--- src/rtl/call_return_ctrl_if.sv ---
// CALL/RET handshake and return-stack bus for call_return_ctrl.
// master: decode + stack side; slave: the controller.
interface call_return_ctrl_if #(
  parameter int DATA_W = 32,
  parameter int CNT_W  = 4
);
  logic              call_req;
  logic              ret_req;
  logic [DATA_W-1:0] pc_plus4;
  logic [DATA_W-1:0] call_target;
  logic              err_clr;
  logic              call_ack;
  logic              ret_ack;
  logic              busy;
  logic              pc_load;
  logic [DATA_W-1:0] pc_next;
  logic              stk_push;
  logic              stk_pop;
  logic [DATA_W-1:0] stk_din;
  logic [DATA_W-1:0] stk_dout;
  logic              stk_empty;
  logic              stk_full;
  logic [CNT_W-1:0]  depth;
  logic              overflow_err;
  logic              underflow_err;
  logic              mismatch_err;

  modport master (
    output call_req, ret_req, pc_plus4, call_target, err_clr,
    output stk_dout, stk_empty, stk_full,
    input  call_ack, ret_ack, busy, pc_load, pc_next,
    input  stk_push, stk_pop, stk_din, depth,
    input  overflow_err, underflow_err, mismatch_err
  );

  modport slave (
    input  call_req, ret_req, pc_plus4, call_target, err_clr,
    input  stk_dout, stk_empty, stk_full,
    output call_ack, ret_ack, busy, pc_load, pc_next,
    output stk_push, stk_pop, stk_din, depth,
    output overflow_err, underflow_err, mismatch_err
  );
endinterface

--- src/rtl/call_return_ctrl.sv ---
// CALL/RET controller for the return-address stack: push/pop strobes,
// PC redirect, depth tracking, sticky over/underflow and flag-mismatch errors.
// Ports: clk, rst_n (async, active low), bus (call_return_ctrl_if.slave).
module call_return_ctrl #(
  parameter int DATA_W        = 32,
  parameter int STACK_DEPTH   = 15,
  parameter int CNT_W         = 4,
  parameter int SETTLE_CYCLES = 2
) (
  input logic                clk,
  input logic                rst_n,
  call_return_ctrl_if.slave  bus
);

  localparam int WCNT_W = $clog2(SETTLE_CYCLES + 1);
  localparam logic [CNT_W-1:0]  FULL = CNT_W'(STACK_DEPTH);
  localparam logic [WCNT_W-1:0] WLOAD = WCNT_W'(SETTLE_CYCLES - 1);

  typedef enum logic [1:0] {
    IDLE,
    ISSUE,
    SETTLE
  } state_e;

  state_e              state_q;
  logic [WCNT_W-1:0]   wcnt_q;
  logic [CNT_W-1:0]    depth_q;
  logic                call_ack_q;
  logic                ret_ack_q;
  logic                busy_q;
  logic                pc_load_q;
  logic [DATA_W-1:0]   pc_next_q;
  logic                push_q;
  logic                pop_q;
  logic [DATA_W-1:0]   din_q;
  logic                ovf_q;
  logic                unf_q;
  logic                mis_q;

  // During an ack pulse decode still holds the request it is being
  // acked for; ignore it so a rejected request is not served twice.
  logic take;
  logic flag_bad;
  assign take = (state_q == IDLE) && !call_ack_q && !ret_ack_q;
  assign flag_bad = (bus.stk_empty != (depth_q == '0)) ||
                    (bus.stk_full  != (depth_q == FULL));

  always_ff @(posedge clk or negedge rst_n) begin
    if (!rst_n) begin
      state_q    <= IDLE;
      wcnt_q     <= '0;
      depth_q    <= '0;
      call_ack_q <= 1'b0;
      ret_ack_q  <= 1'b0;
      busy_q     <= 1'b0;
      pc_load_q  <= 1'b0;
      pc_next_q  <= '0;
      push_q     <= 1'b0;
      pop_q      <= 1'b0;
      din_q      <= '0;
      ovf_q      <= 1'b0;
      unf_q      <= 1'b0;
      mis_q      <= 1'b0;
    end else begin
      call_ack_q <= 1'b0;
      ret_ack_q  <= 1'b0;
      pc_load_q  <= 1'b0;
      push_q     <= 1'b0;
      pop_q      <= 1'b0;
      // Clear first; a same-cycle error below overrides it.
      if (bus.err_clr) begin
        ovf_q <= 1'b0;
        unf_q <= 1'b0;
        mis_q <= 1'b0;
      end
      if (state_q == IDLE && flag_bad) begin
        mis_q <= 1'b1;
      end
      unique case (state_q)
        IDLE: begin
          if (take && bus.ret_req) begin
            ret_ack_q <= 1'b1;
            if (depth_q == '0) begin
              unf_q <= 1'b1;
            end else begin
              pc_next_q <= bus.stk_dout;
              pc_load_q <= 1'b1;
              pop_q     <= 1'b1;
              depth_q   <= depth_q - CNT_W'(1);
              busy_q    <= 1'b1;
              state_q   <= ISSUE;
            end
          end else if (take && bus.call_req) begin
            call_ack_q <= 1'b1;
            if (depth_q == FULL) begin
              ovf_q <= 1'b1;
            end else begin
              pc_next_q <= bus.call_target;
              din_q     <= bus.pc_plus4;
              pc_load_q <= 1'b1;
              push_q    <= 1'b1;
              depth_q   <= depth_q + CNT_W'(1);
              busy_q    <= 1'b1;
              state_q   <= ISSUE;
            end
          end
        end
        ISSUE: begin
          wcnt_q  <= WLOAD;
          state_q <= SETTLE;
        end
        SETTLE: begin
          if (wcnt_q == '0) begin
            busy_q  <= 1'b0;
            state_q <= IDLE;
          end else begin
            wcnt_q <= wcnt_q - WCNT_W'(1);
          end
        end
        default: begin
          busy_q  <= 1'b0;
          state_q <= IDLE;
        end
      endcase
    end
  end

  assign bus.call_ack      = call_ack_q;
  assign bus.ret_ack       = ret_ack_q;
  assign bus.busy          = busy_q;
  assign bus.pc_load       = pc_load_q;
  assign bus.pc_next       = pc_next_q;
  assign bus.stk_push      = push_q;
  assign bus.stk_pop       = pop_q;
  assign bus.stk_din       = din_q;
  assign bus.depth         = depth_q;
  assign bus.overflow_err  = ovf_q;
  assign bus.underflow_err = unf_q;
  assign bus.mismatch_err  = mis_q;

endmodule

--- src/flat_wrapper.sv ---
// flat-port wrapper written by rule: the top's interface ports become plain ports
module call_return_ctrl_flat 
#(
  parameter int DATA_W        = 32,
  parameter int STACK_DEPTH   = 15,
  parameter int CNT_W         = 4,
  parameter int SETTLE_CYCLES = 2
)
  (clk, rst_n, bus_call_req, bus_ret_req, bus_pc_plus4, bus_call_target, bus_err_clr, bus_stk_dout, bus_stk_empty, bus_stk_full, bus_call_ack, bus_ret_ack, bus_busy, bus_pc_load, bus_pc_next, bus_stk_push, bus_stk_pop, bus_stk_din, bus_depth, bus_overflow_err, bus_underflow_err, bus_mismatch_err);
  call_return_ctrl_if #(.DATA_W(DATA_W), .CNT_W(CNT_W)) bus_i ();
  input logic clk;
  input logic rst_n;
  input wire logic [$bits(bus_i.call_req)-1:0] bus_call_req;
  input wire logic [$bits(bus_i.ret_req)-1:0] bus_ret_req;
  input wire logic [$bits(bus_i.pc_plus4)-1:0] bus_pc_plus4;
  input wire logic [$bits(bus_i.call_target)-1:0] bus_call_target;
  input wire logic [$bits(bus_i.err_clr)-1:0] bus_err_clr;
  input wire logic [$bits(bus_i.stk_dout)-1:0] bus_stk_dout;
  input wire logic [$bits(bus_i.stk_empty)-1:0] bus_stk_empty;
  input wire logic [$bits(bus_i.stk_full)-1:0] bus_stk_full;
  output wire logic [$bits(bus_i.call_ack)-1:0] bus_call_ack;
  output wire logic [$bits(bus_i.ret_ack)-1:0] bus_ret_ack;
  output wire logic [$bits(bus_i.busy)-1:0] bus_busy;
  output wire logic [$bits(bus_i.pc_load)-1:0] bus_pc_load;
  output wire logic [$bits(bus_i.pc_next)-1:0] bus_pc_next;
  output wire logic [$bits(bus_i.stk_push)-1:0] bus_stk_push;
  output wire logic [$bits(bus_i.stk_pop)-1:0] bus_stk_pop;
  output wire logic [$bits(bus_i.stk_din)-1:0] bus_stk_din;
  output wire logic [$bits(bus_i.depth)-1:0] bus_depth;
  output wire logic [$bits(bus_i.overflow_err)-1:0] bus_overflow_err;
  output wire logic [$bits(bus_i.underflow_err)-1:0] bus_underflow_err;
  output wire logic [$bits(bus_i.mismatch_err)-1:0] bus_mismatch_err;
  assign bus_i.call_req = bus_call_req;
  assign bus_i.ret_req = bus_ret_req;
  assign bus_i.pc_plus4 = bus_pc_plus4;
  assign bus_i.call_target = bus_call_target;
  assign bus_i.err_clr = bus_err_clr;
  assign bus_i.stk_dout = bus_stk_dout;
  assign bus_i.stk_empty = bus_stk_empty;
  assign bus_i.stk_full = bus_stk_full;
  assign bus_call_ack = bus_i.call_ack;
  assign bus_ret_ack = bus_i.ret_ack;
  assign bus_busy = bus_i.busy;
  assign bus_pc_load = bus_i.pc_load;
  assign bus_pc_next = bus_i.pc_next;
  assign bus_stk_push = bus_i.stk_push;
  assign bus_stk_pop = bus_i.stk_pop;
  assign bus_stk_din = bus_i.stk_din;
  assign bus_depth = bus_i.depth;
  assign bus_overflow_err = bus_i.overflow_err;
  assign bus_underflow_err = bus_i.underflow_err;
  assign bus_mismatch_err = bus_i.mismatch_err;
  call_return_ctrl #(.DATA_W(DATA_W), .STACK_DEPTH(STACK_DEPTH), .CNT_W(CNT_W), .SETTLE_CYCLES(SETTLE_CYCLES)) u_core (.clk(clk), .rst_n(rst_n), .bus(bus_i));
endmodule
--- config.mk ---
export PLATFORM = sky130hd
export DESIGN_NAME = call_return_ctrl_flat
export DESIGN_NICKNAME = d
export VERILOG_FILES = /design/src/rtl/call_return_ctrl_if.sv /design/src/rtl/call_return_ctrl.sv /design/src/flat_wrapper.sv
export SDC_FILE = /design/constraint.sdc
export NUM_CORES = 1
export LEC_CHECK = 0
export BUFFER_PORTS_ARGS = -buffer_cell sky130_fd_sc_hd__buf_2
export CAP_MARGIN = 40
export CORE_MARGIN = 4
export CORE_UTILIZATION = 46
export DETAILED_ROUTE_END_ITERATION = 12
export GPL_TIMING_DRIVEN = 0
export PLACE_DENSITY_LB_ADDON = 0.08
export SLEW_MARGIN = 20
export SYNTH_ARGS = -nofsm -noshare
export SYNTH_HDL_FRONTEND = slang
export SYNTH_SLANG_ARGS = --single-unit
--- constraint.sdc ---
create_clock -name clk -period 2.4 [get_ports clk]
set_input_delay 0.24 -clock clk [delete_from_list [all_inputs] [get_ports clk]]
set_output_delay 0.24 -clock clk [all_outputs]
set_load 0.01 [all_outputs]
[After elaboration in Yosys (flattened, before gate mapping)]
Index checks and enable logic that the tools add are counted.
Widths: inputs -> output; s select.
Word-level totals
  register bits after elaboration: 81
  input port bits: 103
  output and inout port bits: 77
Cells by class
  add/subtract/negate cells: 3
  equality and inequality tests: 12
  multiplexer cells: 47
  bitwise operators: 3
  reductions and logical operators: 19
Operators by type and width (count)
  $mux 32: 4
  $mux 1: 30
  $mux 4: 4
  $mux 2: 6
  $reduce_and 4->1: 3
  $ne 3x3->1 const B: 3
  $pmux 2 s3: 1
  $reduce_bool 2->1: 3
  $logic_and 1x1->1: 5
  $reduce_and 5->1: 1
  $add 4x1->4 const B: 1
  $eq 4x4->1 const B: 1
  $logic_not 2->1: 2
  $logic_not 4->1: 1
  $ne 2x1->1 const B: 2
  $ne 2x2->1 const B: 2
  $pmux 2 s2: 1
  $sub 4x1->4 const B: 1
  $not 1->1: 3
  $pmux 1 s3: 1
  $eq 2x1->1 const B: 1
  $eq 2x2->1 const B: 1
  $logic_not 1->1: 2
  $ne 1x1->1: 2
  other kinds (3): 3

[Longest topological paths before layout]
Gate-level depths: netlist (run 1).
  depth after elaboration: 7
  gate-level depth with buffers: 9
  gate-level depth less buffers: 8

[Least setup slack after synthesis (run 1)]
No wires, ideal clock.
  kind: register to register
  start point: register u_core.state_q[1]
  end point: register u_core.depth_q[2], in the netlist u_core.bus.depth[2]
  arrival: 1916 ps
  path slack: 359 ps
  cell stages (with the launch flop): 10
  clock period less this slack: 2041 ps
  cell sequence: dfrtp_1 buf_6 nor4_4 nand2_1 xnor2_1 ha_1 nor2_1 mux2_2 nand2_1 mux2_4
Between the ends
  word-level cells in the longest chain between the ends: 6
  elaborated cells on any way between the ends: 10
  classes of those cells: eq/ne: 2; mux: 1; reduce/logical: 7
RTL lines
  from (decl): RTL line call_return_ctrl.sv:25  | state_e state_q;
  from (signal assigned): RTL line call_return_ctrl.sv:50  | state_q <= IDLE;
  from (signal assigned): RTL line call_return_ctrl.sv:91  | state_q <= ISSUE;
  from (signal assigned): RTL line call_return_ctrl.sv:104  | state_q <= ISSUE;
  $logic_not 2->1 (*): RTL line call_return_ctrl.sv:44, call_return_ctrl.sv:79
  $logic_and 1x1->1 (2 in series): RTL line call_return_ctrl.sv:44  | assign take = (state_q == IDLE) && !call_ack_q && !ret_ack_q;
  $logic_and 1x1->1, on equally long branches: RTL line call_return_ctrl.sv:81, call_return_ctrl.sv:93
  $ne 2x2->1 (no source line), or another cell as far along
  $reduce_and 4->1 (no source line)
  to (signal assigned): RTL line call_return_ctrl.sv:89  | depth_q <= depth_q - CNT_W'(1);
  to (signal assigned): RTL line call_return_ctrl.sv:102  | depth_q <= depth_q + CNT_W'(1);
  to (decl): RTL line call_return_ctrl.sv:27  | logic [CNT_W-1:0] depth_q;
Every way passes the cells marked *; elsewhere a longest branch is shown, timed or not.
A chain may end at the register's enable or synchronous reset.

[Worst setup path in the final report (run 1)]
Same ends and word-level chain as after synthesis.

==> results.cfg, run 1 <==
[run_status]
status = completed

[logic_synthesis]
avgSynthCellArea_sq_um = 12.69
synth-simple-area-share_pct = 4.565
synth_top_family_by_area = multiplexers
syn-instance-count = 296
synth-async-reset-ratio_pct = 100.0
synthAdderAreaFrac_pct = 0.6664
synth-xor-area-share_pct = 0.4665
synth_seq_area_share_pct = 53.98
syn_area_sq_um = 3755
synth_ff_type = dfrtp_1
ys_seq_elements = 81
synth_top_area_share_pct = 53.98
synth-edff-count = 0
yosysWarnings = 0
synth_top_area_cell = dfrtp_1
synth_area_leaders = dfrtp_1, mux2_4, mux2i_1
synth_mux_area_share_pct = 22.59
synth_cell_types = 36
syn_nets = 401
synth_compound_area_share_pct = 12.60

[routing]
wirelength_um = 9216
drt_iter0_drc = 58
drc_errors = 0
dr.pass1.iters = 4
routed_via_density = 5.114
vias = 3043
drt-wirelength-per-cell_um = 15.49
ant_nets = 0

[die]
die_x_um = 98.35
start_util_pct = 47.85
core_sq_um = 7848
die-area_sq_um = 9672
num_rows = 32
io-pin-count = 180
die_height_um = 98.35

[layout]
final_cell_mix = buf_2, dfrtp_1, a21oi_1
num_antenna_cells = 0
nets = 593
seq_area_sq_um = 2027
n_fill_cell = 677
multi_input_area_sq_um = 1535
areaGrowthSynthToFinish_pct = 33.79
final_common_cell = buf_2
layout-drive-gt1-share_pct = 51.72

[timing]
rsz0062_at_grt = no
post-route-period-util_pct = 90.96
fmax_mhz = 458.1
setup_violations = 0
slew_violations = 0
worstMarginPinSlew_ps = 715.4
fin_setup_tns_ps = 0
fin_ws_ps = 216.9
finalCriticalPeriod_ps = 2183
clock_skew_ps = 13.34
hold_viol = 0
slew_headroom_pct = 52.31

[global_routing]
grt_overflow = 0
grt_antenna_before_repair = 0
grt_max_degree = 52
grt_pass1_wl_um = 15010
grtUsageTotal_pct = 19.11
grt_pass1_vias = 3071

[clocking]
ctsResizeCount = 0
cts_max_path_buffers = 2
numCtsBuffers = 9
clk_pin_slew_ps = 90
clock_latency_ps = 350
cts_tree = done
cts_sinks = 81
post_cts_buffers = 0
ctsHtreeMaxLevel = 3
cts_root_buf = clkbuf_8

[worst_hold_path]
min_path_type = in2reg

[power]
power_density_nw_per_um2 = 1264
power.switching_w = 0.002370
comb_power_share_pct = 47.0
pwr-share-seq_pct = 37.3
clkPwrFrac_pct = 15.7
p_int_w = 0.003982
irDropWorstVdd_uv = 476.5
p_sw_share_pct = 37.30
leakagePower_nw = 2.638

[critical_path]
start_kind = register
worst-setup-path-type = reg2reg
end_kind = register
cpMostUsedCell = nand2_1
crit_buf_inv = 1
crit_family = simple AND/OR/NAND/NOR gates
crit_path_max_incr_delay_ps = 390
worst_path_max_delay_cell = nor4_4
arrival_ps = 2420
cp.required_ps = 2630
worstPathCellList = buf_6 > nor4_4 > nand2_1 > xnor2_1 > ha_1 > nor2_1 > mux2_2 > nand2_1 > mux2_4
critPathMaxFanout = 8

[place]
place_ws_ps = 221.7
detailed_place_hpwl_um = 7125
finalWeightedCongestion = 0.7732
io_buffers = 179

[job]
maxCapViolations = 0
-- stage by stage --
step | std cells | hold slack [ps] | area, sq um | power (W) | utilization [%]
floorplan | 296 | -55.59 | 3755 | 0.004297 | -
global placement | 577 | 457.7 | 4778 | 0.005328 | 60.89
detailed placement | 578 | 207.8 | 4808 | 0.005407 | 61.27
CTS | 595 | 95.09 | 5024 | 0.006422 | 64.01
global route | 595 | 90.33 | 5024 | 0.006792 | 64.01
finish | 595 | 113.8 | 5024 | 0.006352 | 64.01
-- Yosys cell counts, types with 2 or more instances --
cell type  instances
nand4_1            2
o2bb2ai_1          2
nand2_1            8
ha_1               2
buf_2             10
nor2_1             9
o21ai_0            2
mux2_2             6
mux2i_1           33
a21oi_1           34
dfrtp_1           81
inv_1              8
buf_6              6
mux2_4            30
xnor2_1            2
clkbuf_1           8
a31oi_1           33
nor4_4             2
-- power by group through the flow --
stage,Sequential (W),Combinational [W],Clock [W]
3_5_place_dp,0.00238,0.00302,0
3_3_place_gp,0.00237,0.00295,0
5_1_grt,0.00244,0.00327,0.00108
4_1_cts,0.00237,0.00303,0.00103
6_report,0.00237,0.00299,0.000997
2_1_floorplan,0.00267,0.00162,0
-- flip-flops by register name (all words and copies together) (netlist names), 2 cells and up --
signal,flops
u_core.bus.depth,4
u_core.bus.pc_next,32
u_core.bus.stk_din,32
u_core.state_q,2
u_core.wcnt_q,2
-- worst paths after layout --
check	slack (ps)	startpoint	cells after the start	to
setup / recovery	220	u_core.state_q[1]	9	u_core.bus.depth[2]
hold / removal	110	bus_pc_plus4[2]	2	u_core.bus.stk_din[2]
setup reg to reg	220	u_core.state_q[1]	9	u_core.bus.depth[2]
hold reg to reg	490	u_core.bus.busy	2	u_core.bus.busy
max in group asynchronous	1450	rst_n	3	u_core.bus.stk_din[20]
min in group asynchronous	370	rst_n	2	u_core.wcnt_q[0]
-- kinds of logic (layout without fill, tap and decap cells) --
logic type                 after synthesis  in the layout
AOI/OAI and AO/OA                       79             79
xor gates and xnor gates                 2              2
adders and majority gates                2              2
buffers and inverters                   35            232
DFF                                     81             81
muxes                                   69             69
and+or+nand+nor                         28             28
-- per-layer routing --
layer / vias up / wire length (um) / track usage [%]
met1: 1429 / 4025 / 25.40
met5: - / 0 / 0
met4: 0 / 209 / 7.248
met2: 130 / 4272 / 29.95
li1: 1466 / - / -
met3: 18 / 709 / 5.214
-- cell type report --
cell class | count | share of cell area [%]
Buffer | 26 | 3.163
Clock buffer | 9 | 2.466
Clock inverter | 7 | 1.619
Inverter | 9 | 0.6725
Multi-Input combinational cell | 180 | 30.56
Sequential cell | 81 | 40.35
Tap cell | 102 | 2.540
Timing Repair Buffer | 181 | 18.63
-- repair_timing --
action / in CTS / in global routing
endpoints found under the hold margin: 30 / 0
hold buffers: 1 / 0
setup endpoints to repair: 0 / 0
-- worst reg2reg max path, cell delays in order, from the launching register on --
cell,delay [ps]
dfrtp_1,380
buf_6,140
nor4_4,390
nand2_1,160
xnor2_1,170
ha_1,180
nor2_1,40
mux2_2,260
nand2_1,80
mux2_4,290
Power figures use the tool's default switching activity.
==> inputs of run 2 (changes only) <==
--- a/config.mk
+++ b/config.mk
@@ -8,7 +8,7 @@
 export BUFFER_PORTS_ARGS = -buffer_cell sky130_fd_sc_hd__buf_2
 export CAP_MARGIN = 40
 export CORE_MARGIN = 4
-export CORE_UTILIZATION = 46
+export CORE_UTILIZATION = 50
 export DETAILED_ROUTE_END_ITERATION = 12
 export GPL_TIMING_DRIVEN = 0
 export PLACE_DENSITY_LB_ADDON = 0.08
==> constraint.sdc (replaced) <==
create_clock -name clk -period 2.6 [get_ports clk]
set_input_delay 0.26 -clock clk [delete_from_list [all_inputs] [get_ports clk]]
set_output_delay 0.26 -clock clk [all_outputs]
set_load 0.01 [all_outputs]
==> run 2 against run 1 <==
  * Total power is 7.7% lower
  * Sequential power fell by 8%
  * Sequential share of layout area increased by 0.070 points
  * First-iteration DRC count grew 34%
  * Largest cell class unchanged
  * Via count fell by 2.1%
  * Design area fell by 0.17%
  * Largest power group unchanged
  * Sequential cell count did not move
  * Non-clock buffer count did not move
  * Utilization increased by 4.8 points
  * Combinational power fell by 7.7%
==> results.cfg, run 2 (synthesized netlist as in run 1, its figures left out) <==
[run_status]
status = completed

[timing]
slew_headroom_pct = 50.96
slew_violations = 0
setup_violations = 0
post-route-period-util_pct = 84.93
clock_skew_ps = 10.15
worstMarginPinSlew_ps = 735.6
finalCriticalPeriod_ps = 2208
rsz0062_at_grt = no
fin_setup_tns_ps = 0
hold_viol = 0
fmax_mhz = 452.9

[routing]
dr.pass1.iters = 4
routed_via_density = 5.034
drt_iter0_drc = 78
ant_nets = 0
drt-wirelength-per-cell_um = 15.16
wirelength_um = 8975
drc_errors = 0
vias = 2980

[layout]
nets = 593
layout-drive-gt1-share_pct = 51.72
final_common_cell = buf_2
design_area_sq_um = 5015
n_fill_cell = 588
num_antenna_cells = 0
areaGrowthSynthToFinish_pct = 33.56
final_cell_mix = buf_2, dfrtp_1, a21oi_1

[critical_path]
critPathMaxFanout = 8
r2r_cells = 9
r2r-end = u_core.bus.depth[2]
worst-setup-path-type = reg2reg
rrSetupSlack_ps = 390
worstPathCellList = buf_6 > nor4_4 > nand2_1 > xnor2_1 > ha_1 > nor2_1 > mux2_2 > nand2_1 > mux2_4
cpMostUsedCell = nand2_1
r2r_start = u_core.state_q[1]
cp.required_ps = 2830
crit_path_max_incr_delay_ps = 380
end_kind = register
start_kind = register
arrival_ps = 2440
crit_path_end = u_core.bus.depth[2]
worst_path_max_delay_cell = dfrtp_1
crit_start = u_core.state_q[1]

[worst_hold_path]
min_path_type = in2reg

[die]
die_height_um = 94.66
num_rows = 31
start_util_pct = 51.49
die-area_sq_um = 8961
io-pin-count = 180
die_x_um = 94.66
core_sq_um = 7292

[global_routing]
grtUsageTotal_pct = 19.74
grt_max_degree = 57
grt_antenna_before_repair = 0
grt_pass1_wl_um = 14000
grt_pass1_vias = 3077
grt_overflow = 0

[clocking]
ctsHtreeMaxLevel = 3
cts_sinks = 81
numCtsBuffers = 9
cts_root_buf = clkbuf_8
clock_latency_ps = 340
cts_max_path_buffers = 2
cts_tree = done
clk_pin_slew_ps = 90
post_cts_buffers = 0

[place]
finalWeightedCongestion = 0.7186
placedInstanceArea_sq_um = 4805
io_buffers = 179
detailed_place_hpwl_um = 6853

[power]
power_density_nw_per_um2 = 1169
irDropWorstVdd_uv = 465.4
leakagePower_nw = 2.635

[job]
maxCapViolations = 0
run 2: changes by cell type in the layout (fill, tap and decap cells not counted), sizes merged:
| cell | delta |
|---|---|
| clkinv | -4 |
| clkinvlp | +1 |
| inv | +3 |
run 2: what timing repair did:
action,4_1_cts,5_1_grt
hold buffers,1,0
gates resized for setup,0,0
endpoints found under the hold margin,25,0
run 2: power breakdown:
part / leakage (nW) / internal, W / total (W) / switching (W)
logic: 1.59 / 0.00136 / 0.00276 / 0.00140
clock network: 0.0966 / 0.000452 / 0.000922 / 0.000470
registers: 0.947 / 0.00186 / 0.00218 / 0.000319
total: 2.64 / 0.00368 / 0.00586 / 0.00219
run 2: how the worst min path moves through the flow:
stage | from | cells after the start | endpoint
final | bus_pc_plus4[12] | 2 | u_core.bus.stk_din[12]
after global routing | bus_pc_plus4[12] | 2 | u_core.bus.stk_din[12]
after CTS | bus_pc_plus4[12] | 2 | u_core.bus.stk_din[12]
after detailed placement | rst_n | 1 | u_core.bus.stk_din[23]
after global placement | u_core.bus.mismatch_err | 1 | u_core.bus.mismatch_err
after floorplan | rst_n | 0 | u_core.bus.busy
run 2: metal layers:
layer / vias to the layer above / wire [um] / GRT usage [%]
met5: - / 0 / 0
met4: 0 / 137 / 6.851
met3: 14 / 743 / 4.462
met2: 124 / 4289 / 33.82
met1: 1378 / 3805 / 24.53
li1: 1464 / - / -
run 2: critical path, delay by kind of cell, from the launching register on:
kind / cells / cell delay, ps
xor+xnor: 1 / 180
fa+ha+maj: 1 / 190
buf+inv: 1 / 140
flops: 1 / 380
mux: 2 / 550
simple gates: 4 / 670
run 2: layout make-up:
| class | instances | area (sq um) | area share [%] |
|---|---|---|---|
| flip-flops and latches | 81 | 2027 | 40.42 |
| well taps | 99 | 123.9 | 2.470 |
| repair buffers | 181 | 935.9 | 18.66 |
| clock inverters | 7 | 76.32 | 1.522 |
| multi-input cells | 180 | 1535 | 30.61 |
| clock buffers | 9 | 123.9 | 2.470 |
| plain buffers | 26 | 158.9 | 3.169 |
| inverters | 9 | 33.78 | 0.6737 |
run 2: per-stage QoR:
stage / hold WS (ps) / total power, W / cells / setup WS, ps / utilization [%]
after floorplan: -35.59 / 0.003966 / 296 / 558.7 / -
after detailed placement: 198.3 / 0.004984 / 575 / 404.8 / 65.89
after CTS: 133.4 / 0.005919 / 592 / 373.9 / 68.77
after global routing: 127.4 / 0.006264 / 592 / 219.9 / 68.77
final: 145.3 / 0.005863 / 592 / 391.9 / 68.77
after global placement: 470.1 / 0.004892 / 574 / 439.6 / 65.48
